`src/rtl/mem_access_unit_pkg.sv`:
```
// Shared definitions for the MEM stage: load/store size codes, write-back
// source select codes, FSM state encoding and byte-enable patterns.
package mem_access_unit_pkg;

   // FUNC3 codes for loads and stores
   localparam logic [2:0] F3_B  = 3'b000;
   localparam logic [2:0] F3_H  = 3'b001;
   localparam logic [2:0] F3_W  = 3'b010;
   localparam logic [2:0] F3_BU = 3'b100;
   localparam logic [2:0] F3_HU = 3'b101;

   // write-back value select
   localparam logic [1:0] WB_SEL_ALU = 2'b00;
   localparam logic [1:0] WB_SEL_MEM = 2'b01;
   localparam logic [1:0] WB_SEL_PC4 = 2'b10;

   // byte enables
   localparam logic [3:0] BE_NONE    = 4'b0000;
   localparam logic [3:0] BE_BYTE0   = 4'b0001;
   localparam logic [3:0] BE_LO_HALF = 4'b0011;
   localparam logic [3:0] BE_HI_HALF = 4'b1100;
   localparam logic [3:0] BE_WORD    = 4'b1111;

   typedef enum logic [1:0] {
      ST_IDLE   = 2'd0,
      ST_ACCESS = 2'd1,
      ST_DONE   = 2'd2
   } mau_state_t;

   typedef enum logic [1:0] {
      SZ_BYTE = 2'd0,
      SZ_HALF = 2'd1,
      SZ_WORD = 2'd2
   } access_size_t;

   // Unknown FUNC3 values fall back to a full-word access.
   function automatic access_size_t access_size(input logic [2:0] func3);
      access_size_t sz;
      case (func3)
         F3_B, F3_BU: sz = SZ_BYTE;
         F3_H, F3_HU: sz = SZ_HALF;
         default:     sz = SZ_WORD;
      endcase
      return sz;
   endfunction

endpackage

```
`src/rtl/mem_access_unit_if.sv`:
```
// Data-memory bus between the MEM stage (master) and the data memory (slave).
//
// Handshake: the master raises exactly one of D_MEM_READ / D_MEM_WRITE together
// with address, write data and byte enables, and holds all of them stable
// until a rising edge at which D_MEM_BUSYWAIT is 0; that edge completes the
// transfer (read data is sampled on it) and the request drops after it. The
// master may also withdraw a request (wait-limit abort or reset) without a
// completing edge.
interface mem_access_unit_if;
   logic        D_MEM_READ;
   logic        D_MEM_WRITE;
   logic [31:0] D_MEM_ADDR;
   logic [31:0] D_MEM_WRITEDATA;
   logic [3:0]  D_MEM_BYTE_EN;
   logic [31:0] D_MEM_READDATA;
   logic        D_MEM_BUSYWAIT;

   modport master (
      output D_MEM_READ, D_MEM_WRITE, D_MEM_ADDR, D_MEM_WRITEDATA, D_MEM_BYTE_EN,
      input  D_MEM_READDATA, D_MEM_BUSYWAIT
   );

   modport slave (
      input  D_MEM_READ, D_MEM_WRITE, D_MEM_ADDR, D_MEM_WRITEDATA, D_MEM_BYTE_EN,
      output D_MEM_READDATA, D_MEM_BUSYWAIT
   );
endinterface

```
`src/rtl/mem_access_unit_load_store_align.sv`:
```
// Combinational lane logic: store byte enables and data replication, load
// byte/half extraction with sign or zero extension, and misalignment detect.
// Misaligned halfword/word accesses are truncated to natural alignment here;
// whether they are issued at all is decided by the caller.
module load_store_align
   import mem_access_unit_pkg::*;
(
   input  logic [1:0]  addr_lo,
   input  logic [2:0]  func3,
   input  logic [31:0] store_data,
   input  logic [31:0] read_data,
   output logic [3:0]  byte_en,
   output logic [31:0] store_word,
   output logic [31:0] load_value,
   output logic        misaligned
);

   access_size_t size;
   logic [1:0]   a;
   logic [7:0]   sel_byte;
   logic [15:0]  sel_half;
   logic         is_signed;

   // decode size, steer store lanes and extract/extend load data
   always_comb begin
      size       = access_size(func3);
      is_signed  = ~func3[2];
      a          = addr_lo;
      misaligned = 1'b0;
      byte_en    = BE_NONE;
      store_word = store_data;
      load_value = read_data;
      sel_byte   = 8'h00;
      sel_half   = 16'h0000;
      case (size)
         SZ_BYTE: begin
            byte_en    = BE_BYTE0 << a;
            store_word = {4{store_data[7:0]}};
            sel_byte   = read_data[{a, 3'b000} +: 8];
            load_value = is_signed ? {{24{sel_byte[7]}}, sel_byte} : {24'h000000, sel_byte};
         end
         SZ_HALF: begin
            misaligned = addr_lo[0];
            a          = {addr_lo[1], 1'b0};
            byte_en    = a[1] ? BE_HI_HALF : BE_LO_HALF;
            store_word = {2{store_data[15:0]}};
            sel_half   = a[1] ? read_data[31:16] : read_data[15:0];
            load_value = is_signed ? {{16{sel_half[15]}}, sel_half} : {16'h0000, sel_half};
         end
         default: begin
            misaligned = |addr_lo;
            a          = 2'b00;
            byte_en    = BE_WORD;
            store_word = store_data;
            load_value = read_data;
         end
      endcase
   end

endmodule

```
`src/rtl/mem_access_unit.sv`:
```
// MEM stage of the RV32IM pipeline with the MEM/WB register. Runs a
// request/busywait handshake against the data memory, stalls the front of the
// pipeline while an access is outstanding and aborts after WAIT_LIMIT access
// cycles. Optional build macro: MISALIGN_TRAP_EN (misaligned accesses are not
// issued and raise MISALIGN_EXC instead of being truncated).
module mem_access_unit
   import mem_access_unit_pkg::*;
#(
   parameter int WAIT_LIMIT = 255
) (
   input  logic                     CLK,
   input  logic                     RESET,
   input  logic [31:0]              ALU_RES_EXMEM,
   input  logic [31:0]              DATA_2_EXMEM,
   input  logic [31:0]              PC_EXMEM,
   input  logic [2:0]               FUNC3_EXMEM,
   input  logic                     MEM_READ_EN_EXMEM,
   input  logic                     MEM_WRITE_EN_EXMEM,
   input  logic                     REG_WRITE_EN_EXMEM,
   input  logic [1:0]               WB_VALUE_SEL_EXMEM,
   input  logic [4:0]               REG_WRITE_ADDR_EXMEM,
   mem_access_unit_if.master        dmem,
   output logic [31:0]              ALU_RES_MEM,
   output logic                     STALL,
   output logic [31:0]              WRITE_DATA_WB,
   output logic [4:0]               REG_WRITE_ADDR_WB,
   output logic                     REG_WRITE_EN_WB,
   output logic                     BUS_ERR,
   output logic                     MISALIGN_EXC,
   output mau_state_t               STATE_DBG
);

   localparam int CW = $clog2(WAIT_LIMIT + 1);

   mau_state_t  state_q, state_d;
   logic [CW-1:0] cnt_q, cnt_d;
   logic        stall_int;
   logic        complete;
   logic        abort;
   logic        mem_op;
   logic        trap;
   logic        issue;
   logic [3:0]  lane_be;
   logic [31:0] lane_wdata;
   logic [31:0] lane_load;
   logic        misaligned;
   logic [31:0] load_q;
   logic [31:0] wb_value;
   logic        wb_en_d;

   load_store_align u_align (
      .addr_lo    (ALU_RES_EXMEM[1:0]),
      .func3      (FUNC3_EXMEM),
      .store_data (DATA_2_EXMEM),
      .read_data  (dmem.D_MEM_READDATA),
      .byte_en    (lane_be),
      .store_word (lane_wdata),
      .load_value (lane_load),
      .misaligned (misaligned)
   );

   assign mem_op = MEM_READ_EN_EXMEM | MEM_WRITE_EN_EXMEM;

`ifdef MISALIGN_TRAP_EN
   assign trap = mem_op & misaligned;
`else
   logic unused_misaligned;
   assign unused_misaligned = misaligned;
   assign trap = 1'b0;
`endif

   assign issue       = mem_op & ~trap;
   assign ALU_RES_MEM = ALU_RES_EXMEM;
   assign STALL       = RESET & stall_int;
   assign STATE_DBG   = state_q;

   // state register and wait counter
   always_ff @(posedge CLK or negedge RESET) begin
      if (!RESET) begin
         state_q <= ST_IDLE;
         cnt_q   <= '0;
      end else begin
         state_q <= state_d;
         cnt_q   <= cnt_d;
      end
   end

   // next state, stall, and access completion/abort decode
   always_comb begin
      state_d   = state_q;
      cnt_d     = cnt_q;
      stall_int = 1'b0;
      complete  = 1'b0;
      abort     = 1'b0;
      case (state_q)
         ST_IDLE: begin
            cnt_d = '0;
            if (issue) begin
               stall_int = 1'b1;
               state_d   = ST_ACCESS;
            end
         end
         ST_ACCESS: begin
            stall_int = 1'b1;
            cnt_d     = cnt_q + CW'(1);
            if (!dmem.D_MEM_BUSYWAIT) begin
               complete = 1'b1;
               state_d  = ST_DONE;
            end else if (cnt_q == CW'(WAIT_LIMIT - 1)) begin
               abort   = 1'b1;
               state_d = ST_DONE;
            end
         end
         ST_DONE: begin
            cnt_d   = '0;
            state_d = ST_IDLE;
         end
         default: begin
            cnt_d   = '0;
            state_d = ST_IDLE;
         end
      endcase
   end

   // memory request registers: launched from IDLE, dropped when ACCESS ends
   always_ff @(posedge CLK or negedge RESET) begin
      if (!RESET) begin
         dmem.D_MEM_READ      <= 1'b0;
         dmem.D_MEM_WRITE     <= 1'b0;
         dmem.D_MEM_ADDR      <= 32'h0;
         dmem.D_MEM_WRITEDATA <= 32'h0;
         dmem.D_MEM_BYTE_EN   <= BE_NONE;
      end else if (state_q == ST_IDLE && issue) begin
         // a store wins when both enables are set
         dmem.D_MEM_WRITE     <= MEM_WRITE_EN_EXMEM;
         dmem.D_MEM_READ      <= MEM_READ_EN_EXMEM & ~MEM_WRITE_EN_EXMEM;
         dmem.D_MEM_ADDR      <= {ALU_RES_EXMEM[31:2], 2'b00};
         dmem.D_MEM_WRITEDATA <= lane_wdata;
         dmem.D_MEM_BYTE_EN   <= MEM_WRITE_EN_EXMEM ? lane_be : BE_NONE;
      end else if (complete || abort) begin
         dmem.D_MEM_READ    <= 1'b0;
         dmem.D_MEM_WRITE   <= 1'b0;
         dmem.D_MEM_BYTE_EN <= BE_NONE;
      end
   end

   // capture formatted load data on completion; flag a wait-limit abort
   always_ff @(posedge CLK or negedge RESET) begin
      if (!RESET) begin
         load_q  <= 32'h0;
         BUS_ERR <= 1'b0;
      end else begin
         BUS_ERR <= abort;
         if (complete) begin
            load_q <= lane_load;
         end
      end
   end

   // write-back source select and write enable for the MEM/WB register
   always_comb begin
      wb_value = 32'h0;
      case (WB_VALUE_SEL_EXMEM)
         WB_SEL_ALU: wb_value = ALU_RES_EXMEM;
         WB_SEL_MEM: wb_value = load_q;
         WB_SEL_PC4: wb_value = PC_EXMEM + 32'd4;
         default:    wb_value = 32'h0;
      endcase
      wb_en_d = 1'b0;
      case (state_q)
         // plain ALU/JAL instructions pass straight through; any mem op here is
         // either issuing (bubble) or trapped (suppressed)
         ST_IDLE: wb_en_d = REG_WRITE_EN_EXMEM & ~mem_op;
         ST_DONE: wb_en_d = REG_WRITE_EN_EXMEM & ~BUS_ERR
                            & ~(MEM_READ_EN_EXMEM & MEM_WRITE_EN_EXMEM);
         default: wb_en_d = 1'b0;
      endcase
   end

   // MEM/WB pipeline register, loaded on every edge
   always_ff @(posedge CLK or negedge RESET) begin
      if (!RESET) begin
         WRITE_DATA_WB     <= 32'h0;
         REG_WRITE_ADDR_WB <= 5'd0;
         REG_WRITE_EN_WB   <= 1'b0;
      end else begin
         WRITE_DATA_WB     <= wb_value;
         REG_WRITE_ADDR_WB <= REG_WRITE_ADDR_EXMEM;
         REG_WRITE_EN_WB   <= wb_en_d;
      end
   end

`ifdef MISALIGN_TRAP_EN
   // one-cycle exception pulse for a suppressed misaligned access
   always_ff @(posedge CLK or negedge RESET) begin
      if (!RESET) begin
         MISALIGN_EXC <= 1'b0;
      end else begin
         MISALIGN_EXC <= (state_q == ST_IDLE) & trap;
      end
   end
`else
   assign MISALIGN_EXC = 1'b0;
`endif

endmodule

```
`src/flat_wrapper.sv`:
```
// flat-port wrapper written by rule: the top's interface ports become plain ports
module mem_access_unit_flat import mem_access_unit_pkg::*;
#(
   parameter int WAIT_LIMIT = 255
)
  (CLK, RESET, ALU_RES_EXMEM, DATA_2_EXMEM, PC_EXMEM, FUNC3_EXMEM, MEM_READ_EN_EXMEM, MEM_WRITE_EN_EXMEM, REG_WRITE_EN_EXMEM, WB_VALUE_SEL_EXMEM, REG_WRITE_ADDR_EXMEM, ALU_RES_MEM, STALL, WRITE_DATA_WB, REG_WRITE_ADDR_WB, REG_WRITE_EN_WB, BUS_ERR, MISALIGN_EXC, STATE_DBG, dmem_D_MEM_READ, dmem_D_MEM_WRITE, dmem_D_MEM_ADDR, dmem_D_MEM_WRITEDATA, dmem_D_MEM_BYTE_EN, dmem_D_MEM_READDATA, dmem_D_MEM_BUSYWAIT);
  mem_access_unit_if dmem_i ();
  input  logic CLK;
  input  logic RESET;
  input  logic [31:0] ALU_RES_EXMEM;
  input  logic [31:0] DATA_2_EXMEM;
  input  logic [31:0] PC_EXMEM;
  input  logic [2:0] FUNC3_EXMEM;
  input  logic MEM_READ_EN_EXMEM;
  input  logic MEM_WRITE_EN_EXMEM;
  input  logic REG_WRITE_EN_EXMEM;
  input  logic [1:0] WB_VALUE_SEL_EXMEM;
  input  logic [4:0] REG_WRITE_ADDR_EXMEM;
  output logic [31:0] ALU_RES_MEM;
  output logic STALL;
  output logic [31:0] WRITE_DATA_WB;
  output logic [4:0] REG_WRITE_ADDR_WB;
  output logic REG_WRITE_EN_WB;
  output logic BUS_ERR;
  output logic MISALIGN_EXC;
  output mau_state_t STATE_DBG;
  output wire logic [$bits(dmem_i.D_MEM_READ)-1:0] dmem_D_MEM_READ;
  output wire logic [$bits(dmem_i.D_MEM_WRITE)-1:0] dmem_D_MEM_WRITE;
  output wire logic [$bits(dmem_i.D_MEM_ADDR)-1:0] dmem_D_MEM_ADDR;
  output wire logic [$bits(dmem_i.D_MEM_WRITEDATA)-1:0] dmem_D_MEM_WRITEDATA;
  output wire logic [$bits(dmem_i.D_MEM_BYTE_EN)-1:0] dmem_D_MEM_BYTE_EN;
  input wire logic [$bits(dmem_i.D_MEM_READDATA)-1:0] dmem_D_MEM_READDATA;
  input wire logic [$bits(dmem_i.D_MEM_BUSYWAIT)-1:0] dmem_D_MEM_BUSYWAIT;
  assign dmem_D_MEM_READ = dmem_i.D_MEM_READ;
  assign dmem_D_MEM_WRITE = dmem_i.D_MEM_WRITE;
  assign dmem_D_MEM_ADDR = dmem_i.D_MEM_ADDR;
  assign dmem_D_MEM_WRITEDATA = dmem_i.D_MEM_WRITEDATA;
  assign dmem_D_MEM_BYTE_EN = dmem_i.D_MEM_BYTE_EN;
  assign dmem_i.D_MEM_READDATA = dmem_D_MEM_READDATA;
  assign dmem_i.D_MEM_BUSYWAIT = dmem_D_MEM_BUSYWAIT;
  mem_access_unit #(.WAIT_LIMIT(WAIT_LIMIT)) u_core (.CLK(CLK), .RESET(RESET), .ALU_RES_EXMEM(ALU_RES_EXMEM), .DATA_2_EXMEM(DATA_2_EXMEM), .PC_EXMEM(PC_EXMEM), .FUNC3_EXMEM(FUNC3_EXMEM), .MEM_READ_EN_EXMEM(MEM_READ_EN_EXMEM), .MEM_WRITE_EN_EXMEM(MEM_WRITE_EN_EXMEM), .REG_WRITE_EN_EXMEM(REG_WRITE_EN_EXMEM), .WB_VALUE_SEL_EXMEM(WB_VALUE_SEL_EXMEM), .REG_WRITE_ADDR_EXMEM(REG_WRITE_ADDR_EXMEM), .dmem(dmem_i), .ALU_RES_MEM(ALU_RES_MEM), .STALL(STALL), .WRITE_DATA_WB(WRITE_DATA_WB), .REG_WRITE_ADDR_WB(REG_WRITE_ADDR_WB), .REG_WRITE_EN_WB(REG_WRITE_EN_WB), .BUS_ERR(BUS_ERR), .MISALIGN_EXC(MISALIGN_EXC), .STATE_DBG(STATE_DBG));
endmodule
```
`config.mk`:
```
export PLATFORM = sky130hd
export DESIGN_NAME = mem_access_unit_flat
export DESIGN_NICKNAME = d
export VERILOG_FILES = /design/src/rtl/mem_access_unit_pkg.sv /design/src/rtl/mem_access_unit_if.sv /design/src/rtl/mem_access_unit_load_store_align.sv /design/src/rtl/mem_access_unit.sv /design/src/flat_wrapper.sv
export SDC_FILE = /design/constraint.sdc
export NUM_CORES = 1
export LEC_CHECK = 0
export ABC_CLOCK_PERIOD_IN_PS = 2350
export CORE_MARGIN = 3
export CORE_UTILIZATION = 45
export CTS_CLUSTER_DIAMETER = 150
export DETAILED_ROUTE_END_ITERATION = 8
export GPL_TIMING_DRIVEN = 0
export PLACE_DENSITY = 0.82
export SLEW_MARGIN = 40
export SYNTH_ARGS = -nofsm -noshare
export SYNTH_HDL_FRONTEND = slang
export SYNTH_SLANG_ARGS = --single-unit
```
`constraint.sdc`:
```
create_clock -name CLK -period 2.35 [get_ports CLK]
set_input_delay 0.5875 -clock CLK [delete_from_list [all_inputs] [get_ports CLK]]
set_output_delay 0.5875 -clock CLK [all_outputs]
set_load 0.005 [all_outputs]
```
==> results.md, run 1 <==
| Parameter | Value |
| --- | --- |
| Setup slack after layout | -0.04699 ns |
| Post-synthesis instance area | 7530 µm² |
| Drt drc | 0 |
| Relative slew slack | 0.5036 |
| Cell area power density | 979.4 nW/µm² |
| Sort of element at the end of the critical path | flip-flop |
| Post-route cell area | 11,580 µm² |
| Cell area reported after detailed placement | 10,700 µm² |
| Number of flops mapped to enable cells by yosys | 0 |
| Flops & latches, synth | 149 |
| Ranking of synthesized cells by area | sky130_fd_sc_hd__dfrtp_1 50%, sky130_fd_sc_hd__mux2i_1 9.4%, sky130_fd_sc_hd__mux2_2 5.8%, sky130_fd_sc_hd__a21oi_1 3.9%, sky130_fd_sc_hd__buf_4 3.5% |
| Critical Path, Cell by Cell | clkdlybuf4s50_1 -> nand4_1 -> buf_4 -> or4_4 -> o311ai_0 -> o211ai_1 |
| Syn_area_per_cell | 10.36 µm² |
| Chip Width | 135.4 µm |
| # nets final | 1,188 |
| Latest clock arrival within the worst-skew pair | 0.42 ns |
| Vias per std cell | 5.690 |
| Final slew viol count | 0 |
| Commonest cells post-synth | 149 x sky130_fd_sc_hd__dfrtp_1, 71 x sky130_fd_sc_hd__mux2i_1, 58 x sky130_fd_sc_hd__a21oi_1, 58 x sky130_fd_sc_hd__nand2_1, 54 x sky130_fd_sc_hd__nor2_1 |
| Proportion of register bits with asynchronous set or reset after synthesis | 1.000 |
| Area Overhead vs Synth | 53.86% |
| Cell type with the highest aggregate area in the netlist | sky130_fd_sc_hd__dfrtp_1 |
| Total clock buffers created by CTS | 17 |
| Reg2reg end | u_core.load_q[6] |
| Area of the core | 16,120 µm² |
| Fmax | 417.2 MHz |
| Fraction of final layout cells sized beyond drive strength 1 | 0.1385 |
| Yosys top cell area share | 0.4952 |
| Largest net degree at the start of global routing | 39 |
| Tightest Pin Transition | 0.7446 ns |
| Number of vias in the routed layout | 7,238 |
| Post-synthesis sequential area ratio | 0.4952 |
| Total of fill cells in the finished design | 1,195 |
| Drt pass-1 iters | 8 |
| Grt met2 use | 0.4895 |
| Met1 Usage GRT | 0.3543 |
| Worst Path Class, Setup | input pin to flip-flop |
| Met3 routing resource usage after global routing | 0.09287 |
| Worst slack after detailed placement | -0.9619 ns |
| Period utilisation layout | 1.020 |
| Post-DRT Antenna Nets | 0 |
| Prevailing post-synth register cell | sky130_fd_sc_hd__dfrtp_1 |
| Final cell utilization of the core | 0.7189 |
| Violated checks | negative setup slack |
| Number of top-level design ports | 289 |
| Clock Tree Root | sky130_fd_sc_hd__clkbuf_16 |
| Clk buf depth | 2 |
| Crit path arrival time | 2.66 ns |
| Total length of routed wires | 26.91 mm |
| Starting density of the core | 0.4672 |
| FF-to-FF Start | u_core.STATE_DBG[1] |
| Global-route wire length before repair | 40.33 mm |
| Slowest library cell on the worst path | sky130_fd_sc_hd__or4_4 |
| Delay of the slowest critical-path stage | 0.56 ns |
| Port Buffers | 282 |
| Hold Vio Cnt, Final | 0 |
| Wire per inst | 21.15 µm |
| Critical-path maximum fanout | 5 |
| TritonCTS clock tree | yes |
| Synthesized netlist cell count | 727 |
| Clock transition time at the flip-flop clock pins of the worst setup and hold paths | 0.06 ns |
| DIE HEIGHT | 135.4 µm |
| Number of DRC violations after detailed-routing iteration 0 | 556 |
| Via count of the first global-routing pass | 7,202 |
| Sum of net half-perimeters after detailed placement | 19.66 mm |
| Total congestion overflow after global routing | 0 |
| Data required time at the worst endpoint | 2.62 ns |
| Last weighted congestion value of the routability-driven placer | 0.9233 |
| Setup TNS | -0.08573 ns |
| CTS HTree Levels | 4 |
| Yosys warns | 0 |
| Clock sink total | 149 |
| Critical path endpoint | u_core.WRITE_DATA_WB[26] |
| Cell Rows | 46 |
| Most used routing layer | met2 |
| Launching instance or port of the critical path | PC_EXMEM[7] |
| Class of the most critical hold timing path | input pin to async pin |
| Number of setup violations in the final report | 5 |
| Launching element type of the critical path | input pin |
| Reg2Reg Setup Slack | 0.24 ns |
| Floorplan die area | 18,320 µm² |
| Static Leak | 5.016 nW |
| Final critical-path required period | 2.397 ns |
| Number of distinct library cells after synthesis | 46 |
| Run status | complete, but fails checks |
| Combined global-route utilization of all metal layers | 0.2893 |
| Count leader, synth | sky130_fd_sc_hd__dfrtp_1 |
| Worst R2R Path Depth | 6 |
| Max-cap check violation count | 0 |
| Post-Route Skew | 0.01502 ns |
| Peak VDD IR | 0.0005961 V |
| Number of antenna violations at the first check in global routing | 2 |
worst max-delay path: cells and delay by family:
family | cells | cell delay (ns)
AOI/OAI and AO/OA | 2 | 0.52
buffers and inverters | 2 | 0.74
and+or+nand+nor | 2 | 0.79
registers in the layout, summed over array words and instances, names as in the netlist:
register / cells
u_core.REG_WRITE_EN_WB: 1
u_core.dmem.D_MEM_WRITE: 1
u_core.dmem.D_MEM_READ: 1
u_core.cnt_q: 8
u_core.BUS_ERR: 1
u_core.WRITE_DATA_WB: 32
u_core.dmem.D_MEM_WRITEDATA: 32
u_core.STATE_DBG: 2
u_core.load_q: 32
u_core.dmem.D_MEM_BYTE_EN: 4
u_core.REG_WRITE_ADDR_WB: 5
u_core.dmem.D_MEM_ADDR: 30
timing repair:
action,CTS,global route
hold endpoints to repair,18,0
pin swaps,2,4
endpoints found under the setup margin,87,51
cloned,4,0
hold buffers,1,0
resized for setup,21,25
setup buffers,0,4
logic make-up (layout without fill, tap and decap cells):
logic type | Yosys count | after routing | share of synthesized area
and+or+nand+nor | 190 | 190 | 0.1240
muxes | 111 | 111 | 0.1557
xor gates and xnor gates | 20 | 20 | 0.02326
buffers and inverters | 90 | 415 | 0.06364
DFF | 149 | 149 | 0.4952
AOI/OAI and AO/OA | 163 | 163 | 0.1328
adders and majority gates | 3 | 3 | 0.004986
other | 1 | 5 | 0.0004980
metal layers:
metal	part of all wire	routed length (µm)
met4	0.022	592
met2	0.49	13110
met1	0.38	10290
met3	0.11	2901
met5	0.00048	13
per-stage QoR:
| step | power (mW) | instances | hold WS (ns) |
|---|---|---|---|
| 2_1_floorplan | 5.787 | 729 | 0.2919 |
| 3_3_place_gp | 8.184 | 1227 | 0.4608 |
| 3_5_place_dp | 8.316 | 1229 | 0.4255 |
| 4_1_cts | 11.36 | 1266 | 0.09681 |
| 5_1_grt | 11.96 | 1271 | 0.09713 |
| 6_report | 11.35 | 1272 | 0.1135 |
worst min path at each step:
stage                                 start  slack, ns                           end  cells after the start
2_1_floorplan                         RESET       0.29                u_core.BUS_ERR                      0
3_3_place_gp   u_core.dmem.D_MEM_BYTE_EN[0]       0.46  u_core.dmem.D_MEM_BYTE_EN[0]                      1
3_5_place_dp                          RESET       0.43   u_core.REG_WRITE_ADDR_WB[3]                      1
4_1_cts                               RESET        0.1      u_core.WRITE_DATA_WB[30]                      2
5_1_grt                               RESET        0.1      u_core.WRITE_DATA_WB[30]                      2
6_report                              RESET       0.11      u_core.WRITE_DATA_WB[30]                      2
cell type report:
cell class	count	area (µm²)	area share
Antenna cell	2	5.005	0.0004320
Timing Repair Buffer	293	3050	0.2633
Clock inverter	13	193.9	0.01674
Buffer	83	466.7	0.04029
Sequential cell	149	3729	0.3218
Multi-Input combinational cell	490	3391	0.2927
Clock buffer	19	452.9	0.03910
Tap cell	216	270.3	0.02333
Inverter	7	26.28	0.002268
cell usage in the layout, fill, tap and decap left out, drive strengths merged, types with 15 or more instances in the layout:
| master | instances |
|---|---|
| o22ai | 15 |
| mux2i | 71 |
| a21oi | 58 |
| clkdlybuf4s50 | 259 |
| nand3 | 16 |
| nor2 | 54 |
| dfrtp | 149 |
| nand2 | 58 |
| clkbuf | 55 |
| buf | 55 |
| mux2 | 39 |
| o21ai | 43 |
report_power, final:
group | switching [mW] | internal (mW) | total, mW
combinational | 1.79 | 2.43 | 4.22
clock | 1.12 | 1.85 | 2.97
sequential | 0.593 | 3.56 | 4.15
(Power assumes the default switching activity.)
==> run 2, diff against run 1 <==
- CAP_MARGIN: unset -> 20
==> results of run 2 <==
Same layout as run 1: the final DEF is identical, and so are final timing and power.
